File: src/rtl/out_channel_pkg.sv
// Shared types and defaults for the output channel arbiter.
// Provides the RUN/FLUSH state enum, default sizes and an index-width helper.
package out_channel_pkg;

    typedef enum logic {
        RUN   = 1'b0,
        FLUSH = 1'b1
    } state_t;

    localparam int DefWidth = 12;
    localparam int DefNReq  = 4;
    localparam int DefNOut  = 100;

    function automatic int idx_w(input int n);
        return (n > 1) ? $clog2(n) : 1;
    endfunction

endpackage

File: src/rtl/out_channel_rr_arbiter.sv
// One-hot requester selection for the output channel arbiter.
// Ports: req (requests), ptr (search start index), grant (one-hot result).
module out_channel_rr_arbiter
    import out_channel_pkg::*;
#(
    parameter  int NRequesters = DefNReq,
    localparam int IW          = idx_w(NRequesters)
) (
    input  logic [NRequesters-1:0] req,
    input  logic [IW-1:0]          ptr,
    output logic [NRequesters-1:0] grant
);

`ifdef OUT_CHANNEL_FIXED_PRIORITY_EN

    logic unused_ptr;
    assign unused_ptr = ^ptr;

    // Walk downward so the lowest asserted index is written last.
    always_comb begin
        grant = '0;
        for (int i = NRequesters - 1; i >= 0; i--) begin
            if (req[i]) begin
                grant    = '0;
                grant[i] = 1'b1;
            end
        end
    end

`else

    // Walk offsets downward so the smallest offset from ptr wins.
    always_comb begin
        int          idx;
        logic [IW-1:0] sel;
        grant = '0;
        idx   = 0;
        sel   = '0;
        for (int k = NRequesters - 1; k >= 0; k--) begin
            idx = int'(ptr) + k;
            if (idx >= NRequesters) idx = idx - NRequesters;
            sel = IW'(idx);
            if (req[sel]) begin
                grant      = '0;
                grant[sel] = 1'b1;
            end
        end
    end

`endif

endmodule

File: src/rtl/out_channel_arbiter.sv
// Arbitrates N requesters into a ring buffer drained by a valid/ready consumer,
// with a flush mode that blocks writes until the buffer is empty.
// Ports: clock, reset (async active-low), req/reqData/grant (writers),
// outValid/outData/outReady (consumer), flush/flushDone, full/empty/count.
// Build option: OUT_CHANNEL_FIXED_PRIORITY_EN selects lowest-index-wins
// arbitration instead of round-robin.
module out_channel_arbiter
    import out_channel_pkg::*;
#(
    parameter int MemoryElementWidth = DefWidth,
    parameter int NRequesters        = DefNReq,
    parameter int NOut               = DefNOut
) (
    input  logic                                      clock,
    input  logic                                      reset,
    input  logic [NRequesters-1:0]                    req,
    input  logic [NRequesters*MemoryElementWidth-1:0] reqData,
    output logic [NRequesters-1:0]                    grant,
    input  logic                                      flush,
    output logic                                      outValid,
    output logic [MemoryElementWidth-1:0]             outData,
    input  logic                                      outReady,
    output logic                                      full,
    output logic                                      empty,
    output logic [$clog2(NOut+1)-1:0]                 count,
    output logic                                      flushDone
);

    localparam int W  = MemoryElementWidth;
    localparam int CW = $clog2(NOut + 1);
    localparam int PW = idx_w(NOut);
    localparam int IW = idx_w(NRequesters);

    state_t               state;
    state_t               state_next;
    logic                 done_next;
    logic [PW-1:0]        wr_pos;
    logic [PW-1:0]        rd_pos;
    logic [CW-1:0]        cnt_next;
    logic [IW-1:0]        ptr;
    logic [NRequesters-1:0] arb_grant;
    logic [W-1:0]         wdata;
    logic                 can_grant;
    logic                 push;
    logic                 pop;
    logic [W-1:0]         mem [NOut];

    function automatic logic [PW-1:0] adv(input logic [PW-1:0] p);
        return (p == PW'(NOut - 1)) ? '0 : p + PW'(1);
    endfunction

    out_channel_rr_arbiter #(
        .NRequesters(NRequesters)
    ) u_arb (
        .req  (req),
        .ptr  (ptr),
        .grant(arb_grant)
    );

    // Reset gates grant directly so it is low while reset is held.
    assign can_grant = reset && (state == RUN) && !full;
    assign grant     = can_grant ? arb_grant : '0;
    assign push      = |grant;
    assign pop       = outValid && outReady;

    assign empty    = (count == '0);
    assign full     = (count == CW'(NOut));
    assign outValid = !empty;
    assign outData  = mem[rd_pos];

    always_comb begin
        wdata = '0;
        for (int i = 0; i < NRequesters; i++) begin
            if (grant[i]) wdata = wdata | reqData[i*W +: W];
        end
    end

    always_comb begin
        cnt_next = count;
        unique case ({push, pop})
            2'b10:   cnt_next = count + CW'(1);
            2'b01:   cnt_next = count - CW'(1);
            default: cnt_next = count;
        endcase
    end

    // No writes happen in FLUSH, so cnt_next only falls there.
    always_comb begin
        state_next = state;
        done_next  = 1'b0;
        unique case (state)
            RUN: begin
                if (flush) state_next = FLUSH;
            end
            FLUSH: begin
                if (cnt_next == '0) begin
                    state_next = RUN;
                    done_next  = 1'b1;
                end
            end
        endcase
    end

    always_ff @(posedge clock or negedge reset) begin
        if (!reset) begin
            state     <= RUN;
            flushDone <= 1'b0;
            wr_pos    <= '0;
            rd_pos    <= '0;
            count     <= '0;
        end else begin
            state     <= state_next;
            flushDone <= done_next;
            count     <= cnt_next;
            if (push) wr_pos <= adv(wr_pos);
            if (pop)  rd_pos <= adv(rd_pos);
        end
    end

    always_ff @(posedge clock) begin
        if (push) mem[wr_pos] <= wdata;
    end

`ifdef OUT_CHANNEL_FIXED_PRIORITY_EN
    assign ptr = '0;
`else
    // ptr holds the index just after the last winner.
    logic [IW-1:0] ptr_next;

    always_comb begin
        ptr_next = ptr;
        for (int i = 0; i < NRequesters; i++) begin
            if (grant[i]) begin
                ptr_next = (i == NRequesters - 1) ? '0 : IW'(i + 1);
            end
        end
    end

    always_ff @(posedge clock or negedge reset) begin
        if (!reset) ptr <= '0;
        else        ptr <= ptr_next;
    end
`endif

endmodule

File: config.mk
export PLATFORM = sky130hd
export DESIGN_NAME = out_channel_arbiter
export DESIGN_NICKNAME = d
export VERILOG_FILES = /design/src/rtl/out_channel_pkg.sv /design/src/rtl/out_channel_rr_arbiter.sv /design/src/rtl/out_channel_arbiter.sv
export SDC_FILE = /design/constraint.sdc
export NUM_CORES = 1
export LEC_CHECK = 0
export ABC_AREA = 1
export BUFFER_PORTS_ARGS = -buffer_cell sky130_fd_sc_hd__buf_2
export CAP_MARGIN = 10
export CORE_MARGIN = 2
export CORE_UTILIZATION = 35
export DETAILED_ROUTE_END_ITERATION = 8
export PLACE_DENSITY_LB_ADDON = 0.08
export SETUP_SLACK_MARGIN = 0.1
export SYNTH_ARGS = -nofsm -noshare
export SYNTH_HDL_FRONTEND = slang
export SYNTH_SLANG_ARGS = --single-unit
File: constraint.sdc
create_clock -name clock -period 5.3 [get_ports clock]
set_input_delay 0.795 -clock clock [delete_from_list [all_inputs] [get_ports clock]]
set_output_delay 0.795 -clock clock [all_outputs]
set_load 0.02 [all_outputs]
==> impl_metrics.env, run 1 <==
export IMPL_slew_violations=0
export IMPL_worstReg2RegEnd="mem[28][9]"
export IMPL_drc_errors=0
export IMPL_fin_skew_ps=26.62
export IMPL_start_util_pct=35.33
export IMPL_wl_per_cell_um=23.54
export IMPL_grt_pass1_wl_um=227200
export IMPL_htree_levels=4
export IMPL_synth_nets=4529
export IMPL_clk_latency_ps=780
export IMPL_fmax_mhz=205.6
export IMPL_antenna_found_initial=0
export IMPL_synthDistinctLibCells=35
export IMPL_min_path_type="input port to asynchronous set/reset pin"
export IMPL_synth_top_area_share_pct=70.91
export IMPL_rsz0062_at_grt="false"
export IMPL_place_ws_ps=1194
export IMPL_ys_seq_area_share_pct=72.14
export IMPL_clockBufferDepth=3
export IMPL_start_kind="flip-flop"
export IMPL_drive_above_1_share_pct=12.25
export IMPL_nets=4671
export IMPL_p_int_mw=19.07
export IMPL_switchingPower_mw=11.24
export IMPL_arrival_ps=4070
export IMPL_clk_pin_slew_ps=60
export IMPL_yosysTopAreaCell="edfxtp_1"
export IMPL_setup_tns_ps=0
export IMPL_power_frac_comb_pct=31.5
export IMPL_routed_wl_um=155800
export IMPL_worst_pin_slew_ps=1215
export IMPL_worst_r2r_setup_slack_ps=1350
export IMPL_vias=33590
export IMPL_clock_sinks=1225
export IMPL_final_cell_area_um2=59120
export IMPL_post_route_period_util_pct=91.78
export IMPL_grt_pass1_vias=32450
export IMPL_finalWeightedCongestion=0.7822
export IMPL_setup_viol=0
export IMPL_powerDensity_nw_per_um2=512.6
export IMPL_p_leak_nw=20.68
export IMPL_reg2reg_from="ptr[0]"
export IMPL_path_max_fanout=132
export IMPL_area_growth_pct=16.34
export IMPL_power_frac_seq_pct=36.7
export IMPL_synth_cell_area_um2=50820
export IMPL_post_drt_via_cell_ratio=5.077
export IMPL_core_um2=143800
export IMPL_synth_area_leaders="edfxtp_1 (71%), nor2_1 (7.6%), nand2_1 (5.7%)"
export IMPL_worstSetupPathType="flip-flop to primary output"
export IMPL_avgSynthCellArea_um2=11.40
export IMPL_drt_first_pass_iters=7
export IMPL_slew_headroom_pct=18.56
export IMPL_tritoncts="yes"
export IMPL_worstPathRequired_ps=4510
export IMPL_min_period_ps=4864
export IMPL_ir_drop_uv=408.8
export IMPL_place_hpwl_um=88600
export IMPL_ys_seq_elements=1225
export IMPL_final_common_cell="edfxtp_1"
export IMPL_rr_worst_depth=13
export IMPL_cap_violations=0
export IMPL_post_dp_cell_area_um2=54560
export IMPL_io_buffers=82
export IMPL_std_cell_rows=139
export IMPL_mostFrequentLayoutCells="edfxtp_1 (1200), nor2_1 (1022), nand2_1 (775)"
export IMPL_first_iter_violations=2760
export IMPL_whs_ps=124.6
export IMPL_endpoint_kind="primary output"
export IMPL_hold_violations=0
export IMPL_p_sw_share_pct=37.09
export IMPL_post_cts_resized=0
export IMPL_hold_buffers=0
export IMPL_yosysWarnings=0
export IMPL_fp_dieW_um=385.0
export IMPL_grt_start_max_net_pins=133
export IMPL_die_h_um=385.0
export IMPL_syn_inst=4456
export IMPL_grt_overflow=0
export IMPL_ios=83
export IMPL_status="finished, final reports clean"
export IMPL_cts_setup_buffers=0
export IMPL_p_clk_share_pct=31.9
export IMPL_die_area_um2=148300
export IMPL_grt_util_all_layers_pct=20.96
export IMPL_cts_buffers=140
export IMPL_antenna_violating_nets_post_route=0
export IMPL_worst_slack_ps=435.8
export IMPL_clockRootBuffer="clkbuf_16"
==> registers in the layout, indices dropped and copies added, names as in the netlist <==
register and count:
ptr 2, mem 1200, count 7, rd_pos 7
flushDone 1, state 1, wr_pos 7
==> power groups by stage <==
stage | registers (mW) | logic [mW] | clock network (mW)
after global placement | 11.3 | 9.60 | 0
after global routing | 11.1 | 10.5 | 10.2
after detailed placement | 11.3 | 9.56 | 0
after floorplan | 11.3 | 5.61 | 0
after CTS | 11.1 | 9.59 | 9.87
final | 11.1 | 9.53 | 9.66
==> routing by layer <==
metal  routed length, um  up-vias  global-route usage, %
met4                4118        0                  6.453
met3                7500      199                  3.485
met1               74990    16780                  30.84
li1                    -    15850                      -
met2               69160      761                  31.64
met5                   0        -                      0
==> stage by stage <==
stage	instances	power [mW]	utilization, %
after floorplan	4456	16.90	-
after global placement	6354	20.91	37.92
after detailed placement	6356	20.88	37.94
after CTS	6611	30.57	41.08
after global routing	6614	31.81	41.10
final	6616	30.31	41.11
==> critical path: stages, from the launching register on <==
cell and delay (ps):
dfrtp_4 570, inv_8 630, buf_12 290, buf_12 260, o21ai_0 180, nand2_1 100
nand2_1 50, nand2_1 120, nor2_1 80, nor2_1 90, nor2_1 120, nand2_1 110
nand2_1 90, nand2_1 260, buf_2 220
==> worst max path at each step <==
stage	start	endpoint	slack [ps]	cells past startpoint
global placement	rd_pos[0]	outData[3]	1180	13
global route	rd_pos[0]	outData[3]	150	13
finish	rd_pos[0]	outData[4]	440	14
detailed placement	rd_pos[0]	outData[3]	1190	13
floorplan	ptr[0]	mem[0][10]	1100	13
CTS	rd_pos[0]	outData[3]	310	13
==> synth_stat cells (all sizes together) <==
library cell,instances
edfxtp,1200
a221o,2
ha,16
clkbuf,112
nand3,120
xnor2,1
o211ai,1
nand4,26
a21oi,65
nor2,1026
nor4,3
o21ai,630
o22ai,76
inv,97
or2,2
nand3b,2
dfrtp,25
buf,152
nor3,102
nand2,783
fa,1
clkinv,2
xor2,11
a22oi,1
==> cell families (layout without fill, tap and decap cells) <==
kind of cell    after synthesis  count (layout)  share of synthesized area [%]
flops                      1225            1225                          72.14
fa+ha+maj                    17              17                         0.4333
other cells                   0               2                              0
buf+inv                     363             618                          3.174
simple gates               2064            2064                          16.20
compound gates              775             775                          7.849
xor+xnor                     12              12                         0.2068
==> final cells by class <==
class                   count  area [um2]
flip-flops and latches   1225       36670
inverters                  99       386.6
clock buffers             180        3739
diodes                      2       5.005
well taps                1903        2381
fillers                 13650       84710
multi-input cells        2868       13000
repair buffers            264        2162
clock inverters            75       783.3
(Power assumes the default switching activity.)
==> inputs of run 2 (changes only) <==
==> constraint.sdc (replaced) <==
create_clock -name clock -period 5.3 [get_ports clock]
set_input_delay 0.795 -clock clock [delete_from_list [all_inputs] [get_ports clock]]
set_output_delay 0.795 -clock clock [all_outputs]
set_load 0.1 [all_outputs]
==> impl_metrics.env, run 2 (synthesis results as in run 1) <==
export IMPL_fp_dieW_um=385.0
export IMPL_finalWeightedCongestion=0.7839
export IMPL_htree_levels=4
export IMPL_die_h_um=385.0
export IMPL_fin_skew_ps=22.97
export IMPL_min_path_type="input port to asynchronous set/reset pin"
export IMPL_grt_pass1_vias=32230
export IMPL_rsz0062_at_grt="false"
export IMPL_path_max_fanout=106
export IMPL_grt_util_all_layers_pct=21.09
export IMPL_powerDensity_nw_per_um2=533.9
export IMPL_slew_headroom_pct=18.54
export IMPL_core_um2=143800
export IMPL_die_area_um2=148300
export IMPL_std_cell_rows=139
export IMPL_clock_sinks=1225
export IMPL_reg2reg_from="ptr[0]"
export IMPL_tritoncts="yes"
export IMPL_final_common_cell="edfxtp_1"
export IMPL_drc_errors=0
export IMPL_post_route_period_util_pct=94.36
export IMPL_fmax_mhz=200.0
export IMPL_area_growth_pct=16.20
export IMPL_ir_drop_uv=1205
export IMPL_startpoint="rd_pos[0]"
export IMPL_grt_start_max_net_pins=134
export IMPL_cts_buffers=141
export IMPL_clockBufferDepth=3
export IMPL_fin_util_pct=41.06
export IMPL_hold_violations=0
export IMPL_first_iter_violations=3173
export IMPL_nets=4642
export IMPL_grt_overflow=0
export IMPL_p_leak_nw=20.55
export IMPL_clk_pin_slew_ps=60
export IMPL_routed_wl_um=156800
export IMPL_min_period_ps=5001
export IMPL_worstReg2RegEnd="state"
export IMPL_io_buffers=82
export IMPL_endpoint_kind="primary output"
export IMPL_slew_violations=0
export IMPL_status="finished, final reports clean"
export IMPL_antenna_found_initial=3
export IMPL_top_register="mem"
export IMPL_drt_first_pass_iters=5
export IMPL_mostFrequentLayoutCells="edfxtp_1 (1200), nor2_1 (1019), nand2_1 (775)"
export IMPL_post_drt_via_cell_ratio=5.091
export IMPL_setup_tns_ps=0
export IMPL_ios=83
export IMPL_vias=33500
export IMPL_largest_reg_flops=1200
export IMPL_antenna_violating_nets_post_route=0
export IMPL_arrival_ps=4210
export IMPL_cap_violations=0
export IMPL_hold_buffers=0
export IMPL_place_hpwl_um=87140
export IMPL_start_util_pct=35.33
export IMPL_grt_pass1_wl_um=228200
export IMPL_nFillCells=13710
export IMPL_drive_above_1_share_pct=11.76
export IMPL_worst_r2r_setup_slack_ps=1260
export IMPL_clockRootBuffer="clkbuf_16"
export IMPL_start_kind="flip-flop"
export IMPL_clk_latency_ps=790
export IMPL_wl_per_cell_um=23.82
export IMPL_rr_worst_depth=22
export IMPL_worst_pin_slew_ps=1215
export IMPL_worstSetupPathType="flip-flop to primary output"
export IMPL_setup_viol=0
export IMPL_worstPathRequired_ps=4510
==> run 2: cell type report <==
| class | count | area (um2) | area share [%] |
|---|---|---|---|
| Tap cell | 1903 | 2381 | 4.032 |
| Sequential cell | 1225 | 36670 | 62.10 |
| Timing Repair Buffer | 234 | 2228 | 3.774 |
| Clock inverter | 72 | 613.1 | 1.038 |
| Inverter | 99 | 395.4 | 0.6695 |
| Antenna cell | 1 | 2.502 | 0.004238 |
| Clock buffer | 179 | 3755 | 6.359 |
| Multi-Input combinational cell | 2868 | 13010 | 22.03 |
==> run 2: worst max-delay path by stage <==
stage | end | slack (ps) | cells past startpoint
after global placement | outData[8] | 730 | 11
after CTS | outData[8] | 100 | 11
after floorplan | state | 150 | 16
after global routing | outData[10] | 120 | 13
final | outData[11] | 300 | 11
after detailed placement | outData[8] | 750 | 11
==> run 2: power breakdown <==
| part | internal (mW) | switching [mW] | total (mW) |
|---|---|---|---|
| Sequential | 10.9 | 0.212 | 11.1 |
| Clock | 5.37 | 4.00 | 9.37 |
| Combinational | 2.92 | 8.10 | 11.0 |
| Total | 19.2 | 12.3 | 31.5 |
==> run 2: per-layer routing <==
| layer | part of all wire (%) | up-vias | GRT usage [%] |
|---|---|---|---|
| met2 | 44 | 876 | 31.65 |
| met3 | 5.3 | 183 | 3.655 |
| li1 | - | 15790 | - |
| met5 | 0.0077 | - | 0 |
| met1 | 48 | 16660 | 31.55 |
| met4 | 2.0 | 2 | 5.310 |
==> run 2: critical path, cell delays in order (launching register included) <==
cell and delay (ps):
dfrtp_4 740, buf_12 470, buf_4 380, o21ai_0 130, o22ai_1 170, nand2_1 140, nand3_1 140, nor2_1 120
nor2_1 120, nor2_1 90, nor2_1 560, buf_12 260
==> run 2: stage by stage <==
stage	hold WS [ps]	cell area (um2)	total power [mW]	cells	worst slack, ps
3_5_place_dp	532.4	54530	22.36	6318	745.8
3_3_place_gp	534.3	54510	22.41	6316	725.1
6_report	158.4	59050	31.53	6581	298.9
2_1_floorplan	498.8	50830	17.87	4456	150.9
5_1_grt	133.1	59050	33.07	6580	118.6
4_1_cts	104.1	58910	31.78	6569	104.9
==> run 2: timing repair <==
action | 4_1_cts | 5_1_grt
resized for setup | 4 | 2
gates cloned | 0 | 0
setup buffers | 0 | 1
setup endpoints to repair | 3 | 8
